## config.mk

```make
export PLATFORM = sky130hd
export DESIGN_NAME = dmem_arbiter_flat
export DESIGN_NICKNAME = d
export VERILOG_FILES = /design/src/rtl/dmem_arbiter_if.sv /design/src/rtl/dmem_arbiter.sv /design/src/flat_wrapper.sv
export SDC_FILE = /design/constraint.sdc
export NUM_CORES = 1
export LEC_CHECK = 0
export ABC_AREA = 1
export CORE_MARGIN = 8
export CORE_UTILIZATION = 35
export CTS_CLUSTER_SIZE = 8
export DETAILED_ROUTE_END_ITERATION = 16
export PLACE_DENSITY = 0.76
export SYNTH_ARGS = -nofsm -noshare
export SYNTH_HDL_FRONTEND = slang
export SYNTH_SLANG_ARGS = --single-unit
```

## constraint.sdc

```tcl
create_clock -name clk -period 1.3 [get_ports clk]
set_clock_uncertainty 0.05 [all_clocks]
set_input_delay 0.13 -clock clk [delete_from_list [all_inputs] [get_ports clk]]
set_output_delay 0.13 -clock clk [all_outputs]
set_load 0.05 [all_outputs]
```

## src/rtl/dmem_arbiter_if.sv

```systemverilog
// rtl/dmem_arbiter_if.sv - request/response and data_memory bus of the two-port arbiter
// slave is the arbiter's view; master is the requesters' plus memory side.
interface dmem_arbiter_if #(
   parameter int ADDR_WIDTH = 32,
   parameter int DATA_WIDTH = 32
);
   logic [1:0]            req_valid;
   logic [1:0]            req_ready;
   logic [1:0]            req_we;
   logic [ADDR_WIDTH-1:0] req_addr0;
   logic [ADDR_WIDTH-1:0] req_addr1;
   logic [DATA_WIDTH-1:0] req_wdata0;
   logic [DATA_WIDTH-1:0] req_wdata1;
   logic [1:0]            rsp_valid;
   logic [DATA_WIDTH-1:0] rsp_rdata;
   logic                  mem_read;
   logic                  mem_write;
   logic [ADDR_WIDTH-1:0] mem_addr;
   logic [DATA_WIDTH-1:0] mem_wdata;
   logic [DATA_WIDTH-1:0] mem_rdata;

   modport slave (
      input  req_valid, req_we, req_addr0, req_addr1, req_wdata0, req_wdata1, mem_rdata,
      output req_ready, rsp_valid, rsp_rdata, mem_read, mem_write, mem_addr, mem_wdata
   );

   modport master (
      output req_valid, req_we, req_addr0, req_addr1, req_wdata0, req_wdata1, mem_rdata,
      input  req_ready, rsp_valid, rsp_rdata, mem_read, mem_write, mem_addr, mem_wdata
   );
endinterface

```

## src/rtl/dmem_arbiter.sv

```systemverilog
// rtl/dmem_arbiter.sv - two-port arbiter/sequencer in front of single-port data_memory
// One access per IDLE->ACCESS round trip; memory strobes are flops so async reset drops them at once.
module dmem_arbiter #(
   parameter int          ADDR_WIDTH     = 32,
   parameter int          DATA_WIDTH     = 32,
   parameter int unsigned FIXED_PRIORITY = 0
) (
   input  logic           clk,
   input  logic           rst_n,
   dmem_arbiter_if.slave  bus
);
   typedef enum logic {IDLE, ACCESS} state_e;

   state_e                state_q, state_d;
   logic                  last_grant_q, last_grant_d;
   logic                  port_q, port_d;
   logic                  mem_read_q, mem_read_d;
   logic                  mem_write_q, mem_write_d;
   logic [ADDR_WIDTH-1:0] mem_addr_q, mem_addr_d;
   logic [DATA_WIDTH-1:0] mem_wdata_q, mem_wdata_d;
   logic [1:0]            rsp_valid_q, rsp_valid_d;
   logic [DATA_WIDTH-1:0] rsp_rdata_q, rsp_rdata_d;

   logic                  grant;
   logic                  accept;

   // With both ports pending, round-robin hands the slot to the port that did not win last time.
   always_comb begin
      grant = 1'b0;
      if (bus.req_valid == 2'b11) begin
         grant = (FIXED_PRIORITY != 0) ? 1'b0 : ~last_grant_q;
      end else begin
         grant = bus.req_valid[1];
      end
   end

   assign accept        = (state_q == IDLE) && (bus.req_valid != 2'b00);
   assign bus.req_ready = accept ? (grant ? 2'b10 : 2'b01) : 2'b00;

   always_comb begin
      state_d      = state_q;
      last_grant_d = last_grant_q;
      port_d       = port_q;
      mem_read_d   = 1'b0;
      mem_write_d  = 1'b0;
      mem_addr_d   = mem_addr_q;
      mem_wdata_d  = mem_wdata_q;
      rsp_valid_d  = 2'b00;
      rsp_rdata_d  = rsp_rdata_q;
      case (state_q)
         IDLE: begin
            if (accept) begin
               state_d      = ACCESS;
               last_grant_d = grant;
               port_d       = grant;
               mem_addr_d   = grant ? bus.req_addr1  : bus.req_addr0;
               mem_wdata_d  = grant ? bus.req_wdata1 : bus.req_wdata0;
               mem_write_d  = bus.req_we[grant];
               mem_read_d   = ~bus.req_we[grant];
            end
         end
         ACCESS: begin
            state_d     = IDLE;
            rsp_valid_d = port_q ? 2'b10 : 2'b01;
            // Write acks leave the last read data visible.
            if (mem_read_q) begin
               rsp_rdata_d = bus.mem_rdata;
            end
         end
         default: state_d = IDLE;
      endcase
   end

   always_ff @(posedge clk or negedge rst_n) begin
      if (!rst_n) begin
         state_q      <= IDLE;
         last_grant_q <= 1'b1;
         port_q       <= 1'b0;
         mem_read_q   <= 1'b0;
         mem_write_q  <= 1'b0;
         mem_addr_q   <= '0;
         mem_wdata_q  <= '0;
         rsp_valid_q  <= 2'b00;
         rsp_rdata_q  <= '0;
      end else begin
         state_q      <= state_d;
         last_grant_q <= last_grant_d;
         port_q       <= port_d;
         mem_read_q   <= mem_read_d;
         mem_write_q  <= mem_write_d;
         mem_addr_q   <= mem_addr_d;
         mem_wdata_q  <= mem_wdata_d;
         rsp_valid_q  <= rsp_valid_d;
         rsp_rdata_q  <= rsp_rdata_d;
      end
   end

   assign bus.mem_read  = mem_read_q;
   assign bus.mem_write = mem_write_q;
   assign bus.mem_addr  = mem_addr_q;
   assign bus.mem_wdata = mem_wdata_q;
   assign bus.rsp_valid = rsp_valid_q;
   assign bus.rsp_rdata = rsp_rdata_q;
endmodule
```

## src/flat_wrapper.sv

```systemverilog
// flat-port wrapper written by rule: the top's interface ports become plain ports
module dmem_arbiter_flat 
#(
   parameter int          ADDR_WIDTH     = 32,
   parameter int          DATA_WIDTH     = 32,
   parameter int unsigned FIXED_PRIORITY = 0
)
  (clk, rst_n, bus_req_valid, bus_req_we, bus_req_addr0, bus_req_addr1, bus_req_wdata0, bus_req_wdata1, bus_mem_rdata, bus_req_ready, bus_rsp_valid, bus_rsp_rdata, bus_mem_read, bus_mem_write, bus_mem_addr, bus_mem_wdata);
  dmem_arbiter_if #(.ADDR_WIDTH(ADDR_WIDTH), .DATA_WIDTH(DATA_WIDTH)) bus_i ();
  input  logic clk;
  input  logic rst_n;
  input wire logic [$bits(bus_i.req_valid)-1:0] bus_req_valid;
  input wire logic [$bits(bus_i.req_we)-1:0] bus_req_we;
  input wire logic [$bits(bus_i.req_addr0)-1:0] bus_req_addr0;
  input wire logic [$bits(bus_i.req_addr1)-1:0] bus_req_addr1;
  input wire logic [$bits(bus_i.req_wdata0)-1:0] bus_req_wdata0;
  input wire logic [$bits(bus_i.req_wdata1)-1:0] bus_req_wdata1;
  input wire logic [$bits(bus_i.mem_rdata)-1:0] bus_mem_rdata;
  output wire logic [$bits(bus_i.req_ready)-1:0] bus_req_ready;
  output wire logic [$bits(bus_i.rsp_valid)-1:0] bus_rsp_valid;
  output wire logic [$bits(bus_i.rsp_rdata)-1:0] bus_rsp_rdata;
  output wire logic [$bits(bus_i.mem_read)-1:0] bus_mem_read;
  output wire logic [$bits(bus_i.mem_write)-1:0] bus_mem_write;
  output wire logic [$bits(bus_i.mem_addr)-1:0] bus_mem_addr;
  output wire logic [$bits(bus_i.mem_wdata)-1:0] bus_mem_wdata;
  assign bus_i.req_valid = bus_req_valid;
  assign bus_i.req_we = bus_req_we;
  assign bus_i.req_addr0 = bus_req_addr0;
  assign bus_i.req_addr1 = bus_req_addr1;
  assign bus_i.req_wdata0 = bus_req_wdata0;
  assign bus_i.req_wdata1 = bus_req_wdata1;
  assign bus_i.mem_rdata = bus_mem_rdata;
  assign bus_req_ready = bus_i.req_ready;
  assign bus_rsp_valid = bus_i.rsp_valid;
  assign bus_rsp_rdata = bus_i.rsp_rdata;
  assign bus_mem_read = bus_i.mem_read;
  assign bus_mem_write = bus_i.mem_write;
  assign bus_mem_addr = bus_i.mem_addr;
  assign bus_mem_wdata = bus_i.mem_wdata;
  dmem_arbiter #(.ADDR_WIDTH(ADDR_WIDTH), .DATA_WIDTH(DATA_WIDTH), .FIXED_PRIORITY(FIXED_PRIORITY)) u_core (.clk(clk), .rst_n(rst_n), .bus(bus_i));
endmodule
```

==> results.sh, run 1 <==
export IMPL_critical_path_slowest_cell="sky130_fd_sc_hd__dfstp_2"
export IMPL_synthArstFlopShare_pct=100
export IMPL_static_leakage_power_nw=4.32
export IMPL_cts_buffers_inserted=9
export IMPL_die_w_um=131
export IMPL_finalWirelength_um=20600
export IMPL_drt_antenna_violating_nets=0
export IMPL_route_detailed_wl_per_inst_um=20.7
export IMPL_clk_path_buf_depth=2
export IMPL_cts_htree_levels=3
export IMPL_post_route_cells_drive_above_1_share_pct=23.8
export IMPL_cell_by_cell_listing_of_the_critical_path="nand2_4 > nand2_4 > buf_6 > nor2_4 > buf_12"
export IMPL_clock_tree_root_cell="sky130_fd_sc_hd__clkbuf_16"
export IMPL_vias_per_cell=5.35
export IMPL_worst_r2r_startpoint="u_core.last_grant_q"
export IMPL_timing_critical_path_slowest_cell_delay_ns=0.56
export IMPL_clkLatencyLatePin_ns=0.35
export IMPL_area_added_between_synthesis_and_finish_pct=105
export IMPL_critical_path_arrival_ns=1.36
export IMPL_worstSetupStartpointType="register"
export IMPL_clock_sinks=103
export IMPL_via_count_of_the_first_global_routing_pass=5659
export IMPL_critPathMaxFanout=3
export IMPL_crit_top_cell="sky130_fd_sc_hd__nand2_4"
export IMPL_design_final_nets=977
export IMPL_final_cell_mix="sky130_fd_sc_hd__clkdlybuf4s50_1, sky130_fd_sc_hd__nand3_1, sky130_fd_sc_hd__nand2_1"
export IMPL_finalHoldWorstSlack_ns=0.139
export IMPL_vdd_ir_drop_worst_mv=0.753
export IMPL_final_period_utilization_pct=118
export IMPL_hold_path_class="in2async"
export IMPL_cts_clk_slew_worst_paths_ns=0.07
export IMPL_grt_setup_unrepaired="true"
export IMPL_floorplan_initialDensity_pct=35.5
export IMPL_pin_count_of_the_biggest_net_entering_global_routing=47
export IMPL_grt_first_pass_wirelength_um=31300
export IMPL_io_pins=268
export IMPL_tightest_slew_ns=0.517
export IMPL_postSynthAreaPerCell_um2=8.70
export IMPL_die_h_um=131
export IMPL_clock_tree_from_tritoncts="built"
export IMPL_grt_antenna_before_repair=1
export IMPL_grt_total_ovfl=0
export IMPL_ys_types=13
export IMPL_total_global_route_track_usage_pct=22.6
export IMPL_violations="negative setup slack"
export IMPL_data_required_time_at_the_worst_endpoint_ns=1.12
export IMPL_ff2ff_path_depth=7
export IMPL_placed_cell_area_um2=8640
export IMPL_syn_inst=534
export IMPL_r2r_setup_slack_ns=-0.18
export IMPL_detailedRoute_firstIterationViolations=387
export IMPL_power_density_cell_area_nw_per_um2=1820
export IMPL_synth_edff_count=0
export IMPL_final_setup_worst_slack_ns=-0.238
export IMPL_maxCapViolCount=0
export IMPL_die_area_um2=17200
export IMPL_status="complete, but fails checks"
export IMPL_final_common_cell="sky130_fd_sc_hd__clkdlybuf4s50_1"
export IMPL_worstSetupPathType="reg2out"
export IMPL_seq_area_frac_synth_pct=55.5
export IMPL_timing_hold_violations_final=0
export IMPL_finalMaxSlewViolations=0
export IMPL_post_route_cell_area_um2=9500
export IMPL_ys_seq_elements=103
export IMPL_place_congestion=0.842
export IMPL_yosysWarningCount=0
export IMPL_r2r_end="u_core.bus.mem_addr[29]"
export IMPL_slew_headroom_pct=65.6
export IMPL_ys_dominant_reg_cell="sky130_fd_sc_hd__dfrtp_1"
export IMPL_num_vias=5311
export IMPL_place_hpwl_um=14300
export IMPL_placementRows=42
export IMPL_remaining_drc_errors=0
export IMPL_fp_coreArea_um2=13100
export IMPL_worstSetupStartpoint="u_core.last_grant_q"
export IMPL_syn_nets=700
export IMPL_dr_pass1_iters=5
export IMPL_portBuffers=267
export IMPL_synthesis_area_um2=4640
export IMPL_final_period_minus_worst_setup_slack_ns=1.54
export IMPL_max_freq_mhz=650
export IMPL_timing_critical_path_to_type="output port"
export IMPL_setup_viol=65
report_power, final:
| group | switching (mW) | internal, mW | leakage, nW |
|---|---|---|---|
| clock network | 1.26 | 1.70 | 0.156 |
| registers | 0.959 | 4.05 | 1.25 |
| logic | 4.85 | 4.52 | 2.91 |
timing repair:
item | in CTS | in global routing
resized for setup | 11 | 24
hold endpoints to repair | 103 | 0
cloned | 3 | 10
setup buffers | 7 | 7
hold buffers | 1 | 0
pin swaps | 2 | 6
endpoints found under the setup margin | 31 | 70
synth_stat cells, types with 4 or more instances:
cell type                  number  share of area [%]
sky130_fd_sc_hd__nand4_1       64                8.6
sky130_fd_sc_hd__dfrtp_1      102                 55
sky130_fd_sc_hd__inv_1          4               0.32
sky130_fd_sc_hd__nor2_1         7               0.57
sky130_fd_sc_hd__nand2_1      140                 11
sky130_fd_sc_hd__buf_4         12                1.9
sky130_fd_sc_hd__nand3_1      160                 17
sky130_fd_sc_hd__buf_2         28                3.0
sky130_fd_sc_hd__clkbuf_1      13                1.1
worst max path at each step:
stage	endpoint	slack [ns]	cells after the start
after floorplan	bus_req_ready[0]	-0.1	6
after global placement	bus_req_ready[0]	-0.19	6
after global routing	bus_req_ready[1]	-0.28	5
after detailed placement	u_core.bus.mem_addr[28]	-0.23	6
final	bus_req_ready[1]	-0.24	5
after CTS	bus_req_ready[0]	-0.26	5
per-layer routing:
| metal | GRT usage [%] | wire length [um] |
|---|---|---|
| met1 | 26.3 | 7750 |
| met2 | 37.0 | 10000 |
| met3 | 7.13 | 1920 |
| met4 | 10.5 | 899 |
| met5 | 0 | 0 |
through the flow:
stage	std cells	TNS, ns	setup slack [ns]	util (%)	total power [mW]
3_3_place_gp	950	-10.59	-0.189	66.0	13.9
6_report	993	-9.14	-0.238	72.6	17.3
3_5_place_dp	950	-13.25	-0.230	66.0	14.0
5_1_grt	993	-12.85	-0.281	72.6	18.0
4_1_cts	977	-6.12	-0.255	69.9	17.2
2_1_floorplan	534	-0.0993	-0.0993	-	8.77
cells by family (layout without fill, tap and decap cells):
| kind of cell | count (synthesis) | in the layout | synth area share, % |
|---|---|---|---|
| other | 0 | 1 | 0 |
| AND/OR/NAND/NOR | 371 | 371 | 37.8 |
| AO/OA/AOI/OAI | 2 | 2 | 0.296 |
| buffers and inverters | 58 | 340 | 6.41 |
| flip-flops | 103 | 103 | 55.5 |
cell type report:
type / instances / area (um^2)
Tap cell: 176 / 220
Inverter: 5 / 21.3
Timing Repair Buffer: 319 / 4490
Multi-Input combinational cell: 373 / 1870
Clock inverter: 7 / 95.1
Antenna cell: 1 / 2.50
Sequential cell: 103 / 2580
Fill cell: 860 / 3580
Clock buffer: 9 / 225
critical path, delay by kind of cell (launching register included):
family	cells	cell delay [ns]
AND/OR/NAND/NOR	3	0.19
buffers and inverters	2	0.25
flip-flops	1	0.56
flip-flops by register name, summed over array words and instances (netlist names):
| signal | cells |
|---|---|
| u_core.state_q | 1 |
| u_core.port_q | 1 |
| u_core.bus.rsp_valid | 2 |
| u_core.bus.mem_read | 1 |
| u_core.bus.rsp_rdata | 32 |
| u_core.bus.mem_wdata | 32 |
| u_core.last_grant_q | 1 |
| u_core.bus.mem_addr | 32 |
| u_core.bus.mem_write | 1 |
No activity file was read; power rests on OpenSTA's default activity.
==> inputs of run 2 (changes only) <==
==> constraint.sdc (replaced) <==
create_clock -name clk -period 1.4 [get_ports clk]
set_clock_uncertainty 0.05 [all_clocks]
set_input_delay 0.14 -clock clk [delete_from_list [all_inputs] [get_ports clk]]
set_output_delay 0.14 -clock clk [all_outputs]
set_load 0.05 [all_outputs]
==> run 2 against run 1 <==
The flow still finishes with violations (negative setup slack). Register-to-register slack gained 0.09 ns. Via count shrank 1.7%. Combinational power decreased by 9.6%. Routed wire length decreased by 4.1%. Setup slack lost 0.0064 ns. Clock-buffer cell count rose by 1. Largest cell class unchanged.
==> results.sh, run 2 (synthesized netlist as in run 1, its figures left out) <==
export IMPL_data_required_time_at_the_worst_endpoint_ns=1.21
export IMPL_timing_critical_path_to_type="output port"
export IMPL_clkLatencyLatePin_ns=0.35
export IMPL_filler_cell_count=913
export IMPL_post_route_cells_drive_above_1_share_pct=21.1
export IMPL_placementRows=42
export IMPL_die_h_um=131
export IMPL_status="complete, but fails checks"
export IMPL_finalMaxSlewViolations=0
export IMPL_slew_headroom_pct=70.6
export IMPL_maxCapViolCount=0
export IMPL_critPathMaxFanout=5
export IMPL_power_density_cell_area_nw_per_um2=1730
export IMPL_clock_tree_from_tritoncts="built"
export IMPL_floorplan_initialDensity_pct=35.5
export IMPL_critical_path_slowest_cell="sky130_fd_sc_hd__dfstp_2"
export IMPL_place_congestion=0.853
export IMPL_timing_critical_path_slowest_cell_delay_ns=0.56
export IMPL_clock_tree_root_cell="sky130_fd_sc_hd__clkbuf_16"
export IMPL_portBuffers=267
export IMPL_die_area_um2=17200
export IMPL_place_hpwl_um=14600
export IMPL_clock_sinks=103
export IMPL_design_final_nets=962
export IMPL_num_vias=5221
export IMPL_route_detailed_wl_per_inst_um=20.2
export IMPL_grt_first_pass_wirelength_um=29600
export IMPL_final_setup_worst_slack_ns=-0.245
export IMPL_reg_area_um2=2580
export IMPL_grt_setup_unrepaired="true"
export IMPL_vias_per_cell=5.34
export IMPL_die_w_um=131
export IMPL_cts_clk_slew_worst_paths_ns=0.07
export IMPL_final_period_utilization_pct=117
export IMPL_cts_buffers_inserted=9
export IMPL_hold_path_class="in2async"
export IMPL_clk_path_buf_depth=2
export IMPL_cts_htree_levels=3
export IMPL_pin_count_of_the_biggest_net_entering_global_routing=56
export IMPL_io_pins=268
export IMPL_worstSetupStartpointType="register"
export IMPL_area_added_between_synthesis_and_finish_pct=97.6
export IMPL_detailedRoute_firstIterationViolations=348
export IMPL_final_cell_mix="sky130_fd_sc_hd__clkdlybuf4s50_1, sky130_fd_sc_hd__nand3_1, sky130_fd_sc_hd__nand2_1"
export IMPL_finalWirelength_um=19800
export IMPL_dr_pass1_iters=5
export IMPL_worstSetupPathType="reg2out"
export IMPL_cell_by_cell_listing_of_the_critical_path="nand2_2 > nand2_2 > buf_12 > inv_6 > nor2_4 > buf_12"
export IMPL_final_common_cell="sky130_fd_sc_hd__clkdlybuf4s50_1"
export IMPL_fp_coreArea_um2=13100
export IMPL_violations="negative setup slack"
export IMPL_total_global_route_track_usage_pct=21.4
export IMPL_setup_viol=56
export IMPL_tightest_slew_ns=0.442
export IMPL_stdcell_count=977
export IMPL_static_leakage_power_nw=4.15
export IMPL_num_antenna_cells=0
export IMPL_dpl_ws_ns=-0.168
export IMPL_timing_hold_violations_final=0
export IMPL_remaining_drc_errors=0
export IMPL_grt_total_ovfl=0
export IMPL_max_freq_mhz=608
export IMPL_multi_input_comb_area_um2=1800
export IMPL_dp_cells=950
export IMPL_vdd_ir_drop_worst_mv=0.828
export IMPL_grt_antenna_before_repair=0
export IMPL_final_period_minus_worst_setup_slack_ns=1.64
export IMPL_via_count_of_the_first_global_routing_pass=5330
export IMPL_critical_path_arrival_ns=1.45
export IMPL_drt_antenna_violating_nets=0
-- run 2: changes by cell type in the layout (fill, tap and decap cells not counted), sizes merged --
cell / previous run / this run
buf: 146 / 136
bufbuf: 1 / 0
clkbuf: 17 / 14
inv: 7 / 5
clkinvlp: 1 / 0
diode: 1 / 0
clkinv: 2 / 4
-- run 2: path summary, 6_finish.rpt --
kind | cells after the start | from | slack (ns) | end
hold / removal | 2 | rst_n | 0.08 | u_core.bus.rsp_rdata[25]
setup / recovery | 6 | u_core.last_grant_q | -0.24 | bus_req_ready[0]
max in group asynchronous | 3 | rst_n | 0.70 | u_core.last_grant_q
min in group clk | 5 | bus_req_valid[1] | 0.28 | u_core.last_grant_q
hold reg to reg | 1 | u_core.port_q | 0.40 | u_core.bus.rsp_valid[0]
setup reg to reg | 7 | u_core.last_grant_q | -0.09 | u_core.bus.mem_addr[15]
-- run 2: critical path: cells and delay by family, from the launching register on --
kind                   cells  cell delay [ns]
DFF                        1             0.56
buffers and inverters      3             0.29
and+or+nand+nor            3             0.24
-- run 2: what timing repair did --
item,in CTS,in global routing
pin swaps,1,9
resized for setup,7,12
cloned,0,6
hold endpoints to repair,102,0
hold buffers,1,0
buffers inserted,4,1
endpoints found under the setup margin,2,68
-- run 2: cell type report --
class | count | share of cell area, %
Clock buffer | 10 | 2.60
Sequential cell | 103 | 28.1
Clock inverter | 6 | 0.914
Inverter | 5 | 0.259
Timing Repair Buffer | 304 | 46.1
Tap cell | 176 | 2.40
Multi-Input combinational cell | 373 | 19.6
-- run 2: report_power, final --
part,switching [mW],internal [mW]
Sequential,0.896,3.77
Clock,1.13,1.61
Combinational,4.43,4.04
-- run 2: per-stage QoR --
stage	setup TNS, ns	power (mW)	hold slack [ns]	instance area, um^2	util, %
detailed placement	-8.42	13.1	-0.102	8630	66.0
global placement	-5.43	12.9	-0.102	8630	66.0
global route	-6.98	16.5	0.0797	9180	70.1
floorplan	-0.0337	8.14	-0.206	4650	-
finish	-3.34	15.9	0.0769	9180	70.1
CTS	-2.91	15.8	0.0682	9020	68.9
-- run 2: per-layer routing --
| metal | vias up | GRT usage (%) | part of all wire (%) |
|---|---|---|---|
| met5 | - | 0 | 0 |
| met4 | 0 | 8.26 | 2.3 |
| met3 | 28 | 7.39 | 9.4 |
| met2 | 310 | 35.7 | 49 |
| met1 | 2503 | 24.9 | 39 |
| li1 | 2380 | - | - |
==> inputs of run 3 (changes only) <==
--- a/config.mk
+++ b/config.mk
@@ -6,8 +6,10 @@
 export NUM_CORES = 1
 export LEC_CHECK = 0
 export ABC_AREA = 1
+export CAP_MARGIN = 40
 export CORE_MARGIN = 8
 export CORE_UTILIZATION = 35
+export CTS_BUF_LIST = sky130_fd_sc_hd__clkbuf_8 sky130_fd_sc_hd__clkbuf_16
 export CTS_CLUSTER_SIZE = 8
 export DETAILED_ROUTE_END_ITERATION = 16
 export PLACE_DENSITY = 0.76
==> results of run 3 <==
No change in the layout: final DEF, timing and power equal those of run 2.
